**src/rtl/port_traffic_flush.sv**
```systemverilog
// port_traffic_flush
//   Quiesce controller between the AFU TX arbiter and the port reset logic.
//   It counts AFU read requests in flight toward the host. On a flush request
//   it closes TX at a packet boundary, then waits for outstanding reads to
//   complete or for a drain timeout, and reports completion.
//
// Ports
//   clk                 clock
//   reset               synchronous, active-high reset
//   i_flush_req         level: quiesce the port
//   i_tx_valid/ready    AFU TX handshake
//   i_tx_last           TX beat is end of packet
//   i_rd_issue          pulse: one read request accepted
//   i_rd_cpl_done       pulse: final completion of one read
//   o_tx_block          upstream must not start a new TX packet
//   o_tx_drained        TX is blocked and no packet is mid-flight
//   o_read_flush_done   quiesce complete; held until i_flush_req drops
//   o_outstanding       in-flight read count
//   o_flush_timeout     sticky: last flush ended by timeout
//   o_cnt_err           sticky: counter underflow or overflow attempt
module port_traffic_flush #(
    parameter int unsigned MAX_OUTSTANDING = 256,
    parameter int unsigned CNT_W           = $clog2(MAX_OUTSTANDING + 1),
    parameter int unsigned TIMEOUT_CYCLES  = 65536,
    parameter int unsigned TMO_W           = 17
) (
    input  logic             clk,
    input  logic             reset,
    input  logic             i_flush_req,
    input  logic             i_tx_valid,
    input  logic             i_tx_ready,
    input  logic             i_tx_last,
    input  logic             i_rd_issue,
    input  logic             i_rd_cpl_done,
    output logic             o_tx_block,
    output logic             o_tx_drained,
    output logic             o_read_flush_done,
    output logic [CNT_W-1:0] o_outstanding,
    output logic             o_flush_timeout,
    output logic             o_cnt_err
);

    typedef enum logic [1:0] {StIdle, StBlock, StDrain, StDone} state_e;

    localparam logic [CNT_W-1:0] CntMax  = CNT_W'(MAX_OUTSTANDING);
    localparam bit               TmoEn   = (TIMEOUT_CYCLES != 0);
    localparam logic [TMO_W-1:0] TmoLast = TmoEn ? TMO_W'(TIMEOUT_CYCLES - 1) : '0;

    state_e           state_q, state_d;
    logic             in_pkt_q, in_pkt_d;
    logic [CNT_W-1:0] cnt_q, cnt_d;
    logic [TMO_W-1:0] tmo_q, tmo_d;
    logic             tx_block_q, tx_block_d;
    logic             drained_q, drained_d;
    logic             done_q, done_d;
    logic             timeout_q, timeout_d;
    logic             cnt_err_q, cnt_err_d;

    logic beat;
    logic tmo_expired;
    logic active_q, active_d;

    assign beat = i_tx_valid & i_tx_ready;
    // >= rather than == so a long BLOCK phase that overruns the limit still
    // times out as soon as DRAIN is reached.
    assign tmo_expired = TmoEn && (tmo_q >= TmoLast);

    // Packet tracking: a single-beat packet never sets in_pkt.
    always_comb begin
        in_pkt_d = in_pkt_q;
        if (beat) begin
            in_pkt_d = ~i_tx_last;
        end
    end

    // Quiesce FSM
    always_comb begin
        state_d   = state_q;
        timeout_d = timeout_q;
        case (state_q)
            StIdle: begin
                if (i_flush_req) begin
                    state_d   = StBlock;
                    timeout_d = 1'b0;
                end
            end
            StBlock: begin
                if (!i_flush_req) begin
                    state_d = StIdle;
                end else if (!in_pkt_q) begin
                    state_d = StDrain;
                end
            end
            StDrain: begin
                if (!i_flush_req) begin
                    state_d = StIdle;
                end else if (cnt_q == '0) begin
                    state_d = StDone;
                end else if (tmo_expired) begin
                    state_d   = StDone;
                    timeout_d = 1'b1;
                end
            end
            StDone: begin
                if (!i_flush_req) begin
                    state_d = StIdle;
                end
            end
            default: state_d = StIdle;
        endcase
    end

    // Outstanding read counter, active in every state.
    always_comb begin
        cnt_d     = cnt_q;
        cnt_err_d = cnt_err_q;
        if (i_rd_issue && !i_rd_cpl_done) begin
            if (cnt_q == CntMax) begin
                cnt_err_d = 1'b1;
            end else begin
                cnt_d = cnt_q + CNT_W'(1);
            end
        end else if (i_rd_cpl_done && !i_rd_issue) begin
            if (cnt_q == '0) begin
                cnt_err_d = 1'b1;
            end else begin
                cnt_d = cnt_q - CNT_W'(1);
            end
        end
        // Reads abandoned by a timed-out flush will never complete.
        if (state_q == StDone && state_d == StIdle && timeout_q) begin
            cnt_d = '0;
        end
    end

    // Drain timer runs only while staying within BLOCK/DRAIN.
    assign active_q = (state_q == StBlock) || (state_q == StDrain);
    assign active_d = (state_d == StBlock) || (state_d == StDrain);

    always_comb begin
        tmo_d = '0;
        if (active_q && active_d) begin
            tmo_d = (tmo_q == '1) ? tmo_q : tmo_q + TMO_W'(1);
        end
    end

    // Registered outputs
    always_comb begin
        tx_block_d = (state_d != StIdle);
        done_d     = (state_d == StDone);
        drained_d  = (state_q != StIdle) && !in_pkt_q;
    end

    always_ff @(posedge clk) begin
        if (reset) begin
            state_q    <= StIdle;
            in_pkt_q   <= 1'b0;
            cnt_q      <= '0;
            tmo_q      <= '0;
            tx_block_q <= 1'b0;
            drained_q  <= 1'b0;
            done_q     <= 1'b0;
            timeout_q  <= 1'b0;
            cnt_err_q  <= 1'b0;
        end else begin
            state_q    <= state_d;
            in_pkt_q   <= in_pkt_d;
            cnt_q      <= cnt_d;
            tmo_q      <= tmo_d;
            tx_block_q <= tx_block_d;
            drained_q  <= drained_d;
            done_q     <= done_d;
            timeout_q  <= timeout_d;
            cnt_err_q  <= cnt_err_d;
        end
    end

    assign o_tx_block        = tx_block_q;
    assign o_tx_drained      = drained_q;
    assign o_read_flush_done = done_q;
    assign o_outstanding     = cnt_q;
    assign o_flush_timeout   = timeout_q;
    assign o_cnt_err         = cnt_err_q;

endmodule

```
**config.mk**
```make
export PLATFORM = sky130hd
export DESIGN_NAME = port_traffic_flush
export DESIGN_NICKNAME = d
export VERILOG_FILES = /design/src/rtl/port_traffic_flush.sv
export SDC_FILE = /design/constraint.sdc
export NUM_CORES = 1
export LEC_CHECK = 0
export ABC_AREA = 1
export CORE_MARGIN = 3
export CORE_UTILIZATION = 45
export DETAILED_ROUTE_END_ITERATION = 16
export GPL_TIMING_DRIVEN = 0
export PLACE_DENSITY = 0.77
export REMOVE_ABC_BUFFERS = 1
export SYNTH_ARGS = -nofsm -noshare
export SYNTH_HDL_FRONTEND = slang
export SYNTH_SLANG_ARGS = --single-unit
```
**constraint.sdc**
```tcl
create_clock -name clk -period 2.45 [get_ports clk]
set_input_delay 0.3675 -clock clk [delete_from_list [all_inputs] [get_ports clk]]
set_output_delay 0.3675 -clock clk [all_outputs]
set_load 0.05 [all_outputs]
```
# --- Yosys cells after proc, flatten, opt, wreduce, memory -nomap -nowiden ---
# Index checks and enable logic that the tools add are counted.
word_totals:
  ff_bits: 34
  word_cells: 76
  output_inout_bits: 14
  input_bits: 8
op_classes:
  bitwise_logic: 3
  muxes: 21
  order_cmp: 1
  n_eq_ne: 15
  n_reduce_logical: 24
  n_addsub: 3
op_table:
  columns: ["cell", "count"]
  rows:
  - ["2-to-1 mux 9 bit", 4]
  - ["adder 17 x 1 -> 17 bit (second input constant)", 1]
  - ["equality test 17 bit (second input constant)", 1]
  - ["greater-or-equal comparator 17 x 16 -> 1 bit (second input constant)", 1]
  - ["2-to-1 mux 2 bit", 7]
  - ["inequality test 2 bit (second input constant)", 5]
  - ["nonzero test 2 bit", 5]
  - ["adder 9 x 1 -> 9 bit (second input constant)", 1]
  - ["equality test 9 bit (second input constant)", 1]
  - ["zero test 9 bit", 1]
  - ["subtractor 9 x 1 -> 9 bit (second input constant)", 1]
  - ["equality test 2 bit (second input constant)", 4]
  - ["2-to-1 mux 1 bit", 8]
  - ["case mux 2 bit (4 select lines)", 1]
  - ["logical AND 1 bit", 6]
  - ["AND reduction 3 bit", 2]
  - ["AND reduction 5 bit", 1]
  - ["equality test 2 x 1 -> 1 bit (second input constant)", 2]
  - ["zero test 2 bit", 2]
  - ["inequality test 2 x 1 -> 1 bit (second input constant)", 2]
  - ["OR reduction 2 bit", 2]
  - ["zero test 1 bit", 3]
  - ["logical OR 1 bit", 2]
  - ["inverter 1 bit", 2]
  - ["other kinds (2)", 2]

# --- Longest topological paths before layout ---
# Gate-level depths: netlist of the first run.
depth:
  depth_word: 10
  ltp_mapped: 19
  mapped_depth_nobuf: 18

# --- Least setup slack after synthesis of the first run ---
# OpenSTA, ideal clock, no wires.
synth_timing:
  path_kind: "reg2reg"
  from: "register tmo_q[0]"
  to: "register tmo_q[2]"
  synth_period_minus_slack_ps: 2509
  required_time_ps: 2326
  slack_ps: -59
  arrival_time_ps: 2385
  n_path_buf: 1
  path_stages_with_launch: 19
  setup_time_ps: 124
  path_cell_list: "dfxtp_1 -> ha_1 -> nand3_1 -> nor4_1 -> nand2_1 -> nor3_1 -> ha_1 -> nor2_1 -> nand2_1 -> o21bai_1 -> nand2_1 -> nand2_1 -> nand2_2 -> ha_1 -> nand3_1 -> inv_1 -> buf_2 -> o21ai_0 -> a21oi_1"
synth_between:
  elab_chain_len: 10
  word_cells_on_any_way: 13
  cone_classes: "add/sub: 1; order compare: 1; eq/ne: 3; mux: 4; bitwise: 1; reduce/logical: 3"
synth_rtl:
  columns: ["item", "line", "text"]
  rows:
  - ["start, declared", "52", "logic [TMO_W-1:0] tmo_q, tmo_d;"]
  - ["start signal, assigned", "169", "tmo_q <= tmo_d;"]
  - ["greater-or-equal comparator 17 x 16 -> 1 bit (*)", "66", "assign tmo_expired = TmoEn && (tmo_q >= TmoLast);"]
  - ["2-to-1 mux 2 bit (*)", "99", "end else if (tmo_expired) begin"]
  - ["2-to-1 mux 2 bit (*)", "97", "end else if (cnt_q == '0) begin"]
  - ["2-to-1 mux 2 bit (*)", "95", "if (!i_flush_req) begin"]
  - ["case mux 2 bit (4 select lines) (*)", "80", "case (state_q)"]
  - ["via state_d[1]", "49", "state_e state_q, state_d;"]
  - ["equality test 2 x 1 -> 1 bit or equality test 2 bit (tied branches)", "138", "assign active_d = (state_d == StBlock) || (state_d == StDrain);"]
  - ["logical OR 1 bit (*)", "138", null]
  - ["logical AND 1 bit (*)", "142", "if (active_q && active_d) begin"]
  - ["inverter 1 bit (no line) (*)", null, null]
  - ["OR reduction 2 bit (no line) (*)", null, null]
# Mark *: on every way through the listed nets, which the timed path passes. The rest lies on a longest branch.
# A chain may end at the register's enable or synchronous reset.

# --- Final worst setup path of the first run ---
layout_timing:
  from: "register tmo_q[0]"
  to: "register tmo_q[9]"
# Same word-level chain as after synthesis.

==> out/results.txt, run 1 <==
Area Growth Syn to Fin = 29.5%
hold path depth = 2
Hold Path Sink = tmo_q[7]
Routed met1 length = 2.02 mm
total grt overflow = 0
met3 routed WL = 178 µm
diode count = 0
Reg power frac = 0.302
switching part of the total = 0.445
final period utilization = 1.06
synthesized-area fraction occupied by adder cells = 0.110
die width = 74.6 µm
most frequent cells after synthesis = 68 x nand2_1, 51 x inv_1, 34 x dfxtp_1, 28 x nor2_1, 20 x a21oi_1
highest routed metal layer = met4
core footprint = 4440 µm²
worst slew pin tran = 0.508 ns
Setup WS post-layout = -0.155 ns
NetSw = 1.09 mW
Startpoint Class = register
Die Ht = 74.6 µm
failing checks = setup timing
first-pass GRT wire length = 7.32 mm
Top-Level Pins = 22
DRC violations left = 0
Seq cells post-synth = 34
CP endpoint kind = register
DR iter-0 viols = 70
Post-synth EDFFs = 0
Final #Nets = 368
Lkg Pwr = 1.19 nW
sequential element share of the synthesized area = 0.321
hold slack final = 0.463 ns
pre-CTS WS = -0.595 ns
post-synthesis simple-gate area fraction = 0.281
final slew viol count = 0
worst endpoint required time = 2.62 ns
Top FF cell, synth = dfxtp_1
CTS tree = built
XOR/XNOR share of the synthesized area = 0.0165
Final setup viols = 15
initial antenna violation count = 0
Pwr Total = 2.44 mW
syn_area_per_cell = 7.01 µm²
Finished Core Util = 0.617
vias per cell = 5.00
maximum vdd drop = 0.000475 V
Vias = 1975
crit path time final = 2.60 ns
most area-consuming cells after synthesis = dfxtp_1 32%, nand2_1 12%, ha_1 10%, inv_1 9.0%, nor2_1 5.0%
DPL Wire Length = 3.17 mm
vias in the first global route = 1827
htree depth = 2
combinational family with the most area after synthesis = simple AND/OR/NAND/NOR gates
DR WL/cell = 11.6 µm
max_cap viols = 0
Clock power frac = 0.170
fillcell total = 392
worst-path maximum fanout = 6
setup_tns = -1.21 ns
CP Class = reg -> reg
reg2reg path depth = 17
final hold vios = 0
achievable frequency = 0.384 GHz
PortBufs = 21
total CTS buffers = 5
number of cells produced by synthesis = 302
multiplexer share of the synthesized area = 0
Yosys warning total = 0
largest net degree at the start of global routing = 12
HP Start = tmo_q[7]
WP data arrival = 2.77 ns
logic gate share of total power = 0.529
pwr dens = 889 nW/µm²
cell with the most instances after synthesis = nand2_1
gpl congestion = 0.922
clk root buf = clkbuf_8
CTS sink cnt = 34
TritonRoute pass-1 iters = 4
CTS clk-pin slew, worst paths = 0.06 ns
CTS Hold Buffers Added = 0
Mapped Area = 2120 µm²
layout cell share with drive strength beyond 1 = 0.242
reg2reg end = tmo_q[9]
Clock Tree Buf Depth = 2
Skew-Pair Late Insertion Delay = 0.28 ns
r2r setup slk = -0.15 ns
FF-to-FF Start = tmo_q[0]
cell taking the most area after synthesis = dfxtp_1
Synth async-reset ratio = 0
max_slew headroom = 0.660
Met2 Wirelength = 2.32 mm
status = complete, but fails checks
Hold WC Path Type = reg -> reg
area fraction in compound gates after synthesis = 0.167
die area = 5570 µm²
antenna viol nets, final = 0
Detailed Route WL = 4.58 mm
Starting Density = 0.477
RSZ-0062 raised after global routing = true
Site Rows = 24
gr usage total = 0.166
P_int = 1.35 mW
post-synth cell types = 35
final setup skew = 0.00460 ns
post-synth top area share = 0.321
## placed cells by master (no fill, tap or decap), types with 2 or more instances in the layout
master,synthesis,routed
clkbuf_8,0,6
a31oi_1,2,2
ha_2,0,3
a22oi_1,2,2
buf_6,1,2
nand2_2,5,9
nand3_1,15,13
dfxtp_2,0,6
nor3_1,5,3
clkdlybuf4s50_1,0,21
nand3_2,3,3
xnor2_1,4,4
buf_4,0,12
ha_1,17,11
o21ai_0,14,9
nand2_1,68,63
nor2_1,28,27
nand3_4,0,2
o21bai_1,2,2
nor2_4,2,2
inv_2,2,5
o21ai_2,0,5
dfxtp_1,34,28
a21oi_2,8,9
nor2_2,3,4
a21oi_1,20,19
inv_1,51,47
ha_4,0,3
## through the flow
| stage | cells | cell area, µm² |
|---|---|---|
| 2_1_floorplan | 299 | 2100 |
| 3_3_place_gp | 372 | 2370 |
| 3_5_place_dp | 372 | 2370 |
| 4_1_cts | 386 | 2600 |
| 5_1_grt | 395 | 2740 |
| 6_report | 395 | 2740 |
## power by group through the flow
stage                     logic (mW)  clock network (mW)  registers, mW
after global placement          1.20                   0          0.744
after floorplan                0.660                   0          0.999
after detailed placement        1.21                   0          0.744
final                           1.29               0.414          0.736
after CTS                       1.25               0.421          0.732
after global routing            1.45               0.454          0.749
## layout make-up
| cell class | instances | area (µm²) | area share |
|---|---|---|---|
| multi-input cells | 212 | 1370 | 0.498 |
| well taps | 52 | 65.1 | 0.0237 |
| inverters | 53 | 201 | 0.0734 |
| repair buffers | 35 | 323 | 0.118 |
| clock inverters | 1 | 5.00 | 0.00182 |
| flip-flops and latches | 34 | 688 | 0.251 |
| clock buffers | 7 | 86.3 | 0.0315 |
| repair inverters | 1 | 7.51 | 0.00274 |
## timing repair
action / CTS / global route
pin swaps: 10 / 12
resized for setup: 26 / 22
gates cloned: 1 / 0
endpoints found under the setup margin: 17 / 26
buffers inserted: 5 / 9
## state kept, by name, summed over array words and instances (netlist names)
register	flops
tmo_q	17
o_tx_drained	1
o_cnt_err	1
o_tx_block	1
o_outstanding	9
state_q	2
o_read_flush_done	1
o_flush_timeout	1
in_pkt_q	1
## worst max-delay path by stage
| stage | start | depth (start not counted) | to |
|---|---|---|---|
| after global placement | tmo_q[0] | 17 | tmo_q[8] |
| final | tmo_q[0] | 17 | tmo_q[9] |
| after floorplan | tmo_q[0] | 17 | tmo_q[8] |
| after detailed placement | tmo_q[0] | 17 | tmo_q[14] |
| after CTS | tmo_q[1] | 17 | tmo_q[2] |
| after global routing | tmo_q[8] | 18 | tmo_q[13] |
## worst max-delay path: stages, from the launching register on
cell	delay (ns)
dfxtp_2	0.35
ha_4	0.15
nand3_4	0.07
nor4_4	0.33
nand2_2	0.13
nor3_4	0.17
ha_2	0.20
nor2_2	0.04
nand2_2	0.07
o21bai_1	0.08
nand2_1	0.07
nand2_1	0.06
nand2_2	0.08
ha_4	0.20
nand3_4	0.12
clkinvlp_4	0.19
o21ai_0	0.12
a21oi_1	0.05
## routing by layer
layer | up-vias | GRT usage
met5 | - | 0
met4 | 0 | 0.0692
met3 | 8 | 0.0307
met2 | 40 | 0.294
met1 | 873 | 0.198
li1 | 1054 | -
## cell families after synthesis
logic type      after synthesis
simple gates                134
compound gates               56
buf+inv                      56
flops                        34
fa+ha+maj                    18
xor+xnor                      4
(Power assumes the default switching activity.)
==> run 2, diff against run 1 <==
Settings changed: CAP_MARGIN from default to 20, GPL_TIMING_DRIVEN 0 to default, MAX_ROUTING_LAYER from default to met4.
==> run 2 against run 1 <==
Effect of this change:
- the run still ends with setup timing left
- global-route usage up 1.8 points
- critical path depth stayed put
- fmax decreased by 3.0%
- hold slack got worse by 0.012 ns
- sequential share of layout area shrank 1.1 points
- first-iteration DRC count grew 4.3%
- combinational power up 10%
- clock skew up 0.0047 ns
- sequential power down 0.8%
- power grew 6.0%
- final cell count up 5.1%
- largest cell class unchanged
- largest power group unchanged
- highest routed layer unchanged
==> out/results.txt, run 2 (synthesized netlist as in run 1, its figures left out) <==
final slew viol count = 0 (unchanged)
Area Growth Syn to Fin = 34.9%
Clock power frac = 0.168 (-0.002)
hold path depth = 2 (unchanged)
reg2reg path depth = 17 (unchanged)
Hold Path Sink = tmo_q[7]
DPL Wire Length = 3.49 mm (+10%)
die area = 5570 µm² (unchanged)
worst-path maximum fanout = 6 (unchanged)
worst slew pin tran = 0.499 ns (-0.00921 ns)
commonest non-fill, non-tap cells in the layout = 65 x nand2_1, 49 x inv_1, 33 x buf_4
crit-path cells = ha_4, nand3_4, nor4_4, nand2_1, nor3_2, ha_2, nor2_1, nand2_1, o21bai_1, nand2_1, nand2_2, nand2_2, ha_4, nand3_4, clkinv_4, nand2_2, o21ba_4
maximum vdd drop = 0.000385 V (-19%)
total grt overflow = 0 (unchanged)
Vias = 2080 (+5.3%)
RSZ-0062 raised after global routing = true
CTS Hold Buffers Added = 0 (unchanged)
DRC violations left = 0 (unchanged)
Clock Tree Buf Depth = 2 (unchanged)
layout cell share with drive strength beyond 1 = 0.251 (+0.00871)
final period utilization = 1.10 (+0.0330)
most flop-heavy register = tmo_q
Startpoint Class = register
Lkg Pwr = 1.28 nW (+7.5%)
gpl congestion = 0.932 (+1.0%)
total CTS buffers = 5 (unchanged)
failing checks = setup timing
crit-path max cell delay = 0.36 ns (about the same)
CTS clk-pin slew, worst paths = 0.07 ns (about the same)
CP endpoint kind = register
CP delay by family, top = simple AND/OR/NAND/NOR gates
antenna viol nets, final = 0 (unchanged)
largest net degree at the start of global routing = 13 (+1)
DR WL/cell = 11.9 µm (+2.6%)
Site Rows = 24 (unchanged)
TritonRoute pass-1 iters = 5 (+1)
Final #Nets = 388 (+5.4%)
leading cell type in the layout, fill and taps excluded = nand2_1
htree depth = 2 (unchanged)
status = complete, but fails checks
CP Class = reg -> reg
gr usage total = 0.185 (+0.0184)
pwr dens = 905 nW/µm² (+1.8%)
max_cap viols = 0 (unchanged)
CTS sink cnt = 34 (unchanged)
Final setup viols = 17 (+2)
max_slew headroom = 0.666 (+0.00616)
max reg flops = 17 (unchanged)
crit path time final = 2.69 ns (+0.0808 ns)
diode count = 0 (unchanged)
P_int = 1.46 mW (+7.9%)
WP data arrival = 2.87 ns (+0.10 ns)
final setup skew = 0.00935 ns (+0.00475 ns)
PortBufs = 21 (unchanged)
Detailed Route WL = 4.93 mm (+7.8%)
initial antenna violation count = 0 (unchanged)
worst endpoint required time = 2.64 ns (+0.02 ns)
NetSw = 1.12 mW (+3.6%)
die width = 74.6 µm (unchanged)
FF-to-FF Start = tmo_q[1]
vias per cell = 5.01 (+0.24%)
vias in the first global route = 1821 (-0.33%)
final hold vios = 0 (unchanged)
Starting Density = 0.477 (unchanged)
Reg power frac = 0.282 (-0.020)
achievable frequency = 0.372 GHz (-3.0%)
pre-CTS WS = -0.206 ns (+0.389 ns)
Top-Level Pins = 22 (unchanged)
first-pass GRT wire length = 7.69 mm (+5.1%)
switching part of the total = 0.435 (-0.00984)
core footprint = 4440 µm² (unchanged)
hold slack final = 0.451 ns (-0.0116 ns)
DR iter-0 viols = 73 (+4.3%)
logic gate share of total power = 0.549 (+0.020)
Crit-path slowest cell = dfxtp_2
Skew-Pair Late Insertion Delay = 0.30 ns (+0.02 ns)
clk root buf = clkbuf_8
Hold WC Path Type = reg -> reg
r2r setup slk = -0.24 ns (-0.08 ns)
reg2reg end = tmo_q[8]
Setup WS post-layout = -0.235 ns (-0.0808 ns)
HP Start = tmo_q[7]
Worst Path Buf+Inv = 1 (unchanged)
Die Ht = 74.6 µm (unchanged)
CTS tree = built
==> run 2: changes by cell type in the layout (fill, tap and decap cells not counted), sizes merged <==
cell / previous run / this run
buf: 14 / 34
clkinvlp: 1 / 0
clkinv: 1 / 2
==> run 2: area by class of cell <==
type / count / area, µm²
inverters: 53 / 204
repair inverters: 1 / 6.26
repair buffers: 55 / 469
well taps: 52 / 65.1
clock buffers: 7 / 86.3
fillers: 400 / 1590
multi-input cells: 212 / 1340
flip-flops and latches: 34 / 684
clock inverters: 1 / 5.00
==> run 2: worst max path at each step <==
stage              from        to  cells after the start
6_report       tmo_q[1]  tmo_q[8]                     17
5_1_grt        tmo_q[1]  tmo_q[6]                     17
4_1_cts        tmo_q[0]  tmo_q[8]                     17
3_5_place_dp   tmo_q[0]  tmo_q[8]                     17
3_3_place_gp   tmo_q[0]  tmo_q[8]                     17
2_1_floorplan  tmo_q[0]  tmo_q[8]                     17
==> run 2: what timing repair did <==
action	4_1_cts	5_1_grt
buffers inserted	0	4
hold endpoints to repair	0	0
endpoints found under the setup margin	17	20
pin swaps	0	17
gates cloned	0	1
gates resized for setup	3	32
==> run 2: metal layers <==
| metal | track usage | wire length (µm) | up-vias |
|---|---|---|---|
| li1 | - | - | 1093 |
| met3 | 0.0441 | 242 | 10 |
| met5 | - | 0 | - |
| met2 | 0.299 | 2470 | 56 |
| met4 | 0.0593 | 90 | 0 |
| met1 | 0.228 | 2130 | 921 |
==> run 2: worst min-delay path, cell delays in order, from the launching register on <==
cell and delay [ns]:
dfxtp_1 0.31, inv_1 0.05, a21oi_1 0.05
==> run 2: per-stage QoR <==
step / cells / TNS (ns) / instance area [µm²] / total power [mW] / utilization
after global placement: 402 / -0.683 / 2600 / 2.11 / 0.584
final: 415 / -2.84 / 2860 / 2.59 / 0.643
after detailed placement: 402 / -2.30 / 2600 / 2.14 / 0.584
after CTS: 410 / -0.0700 / 2700 / 2.58 / 0.608
after floorplan: 299 / -0.0924 / 2100 / 1.66 / -
after global routing: 415 / -5.15 / 2860 / 2.79 / 0.643
==> run 2: power by group through the flow <==
stage / Sequential (mW) / Clock [mW] / Combinational (mW)
3_5_place_dp: 0.744 / 0 / 1.39
5_1_grt: 0.746 / 0.473 / 1.57
4_1_cts: 0.731 / 0.450 / 1.40
3_3_place_gp: 0.743 / 0 / 1.37
6_report: 0.730 / 0.436 / 1.42
2_1_floorplan: 0.999 / 0 / 0.660
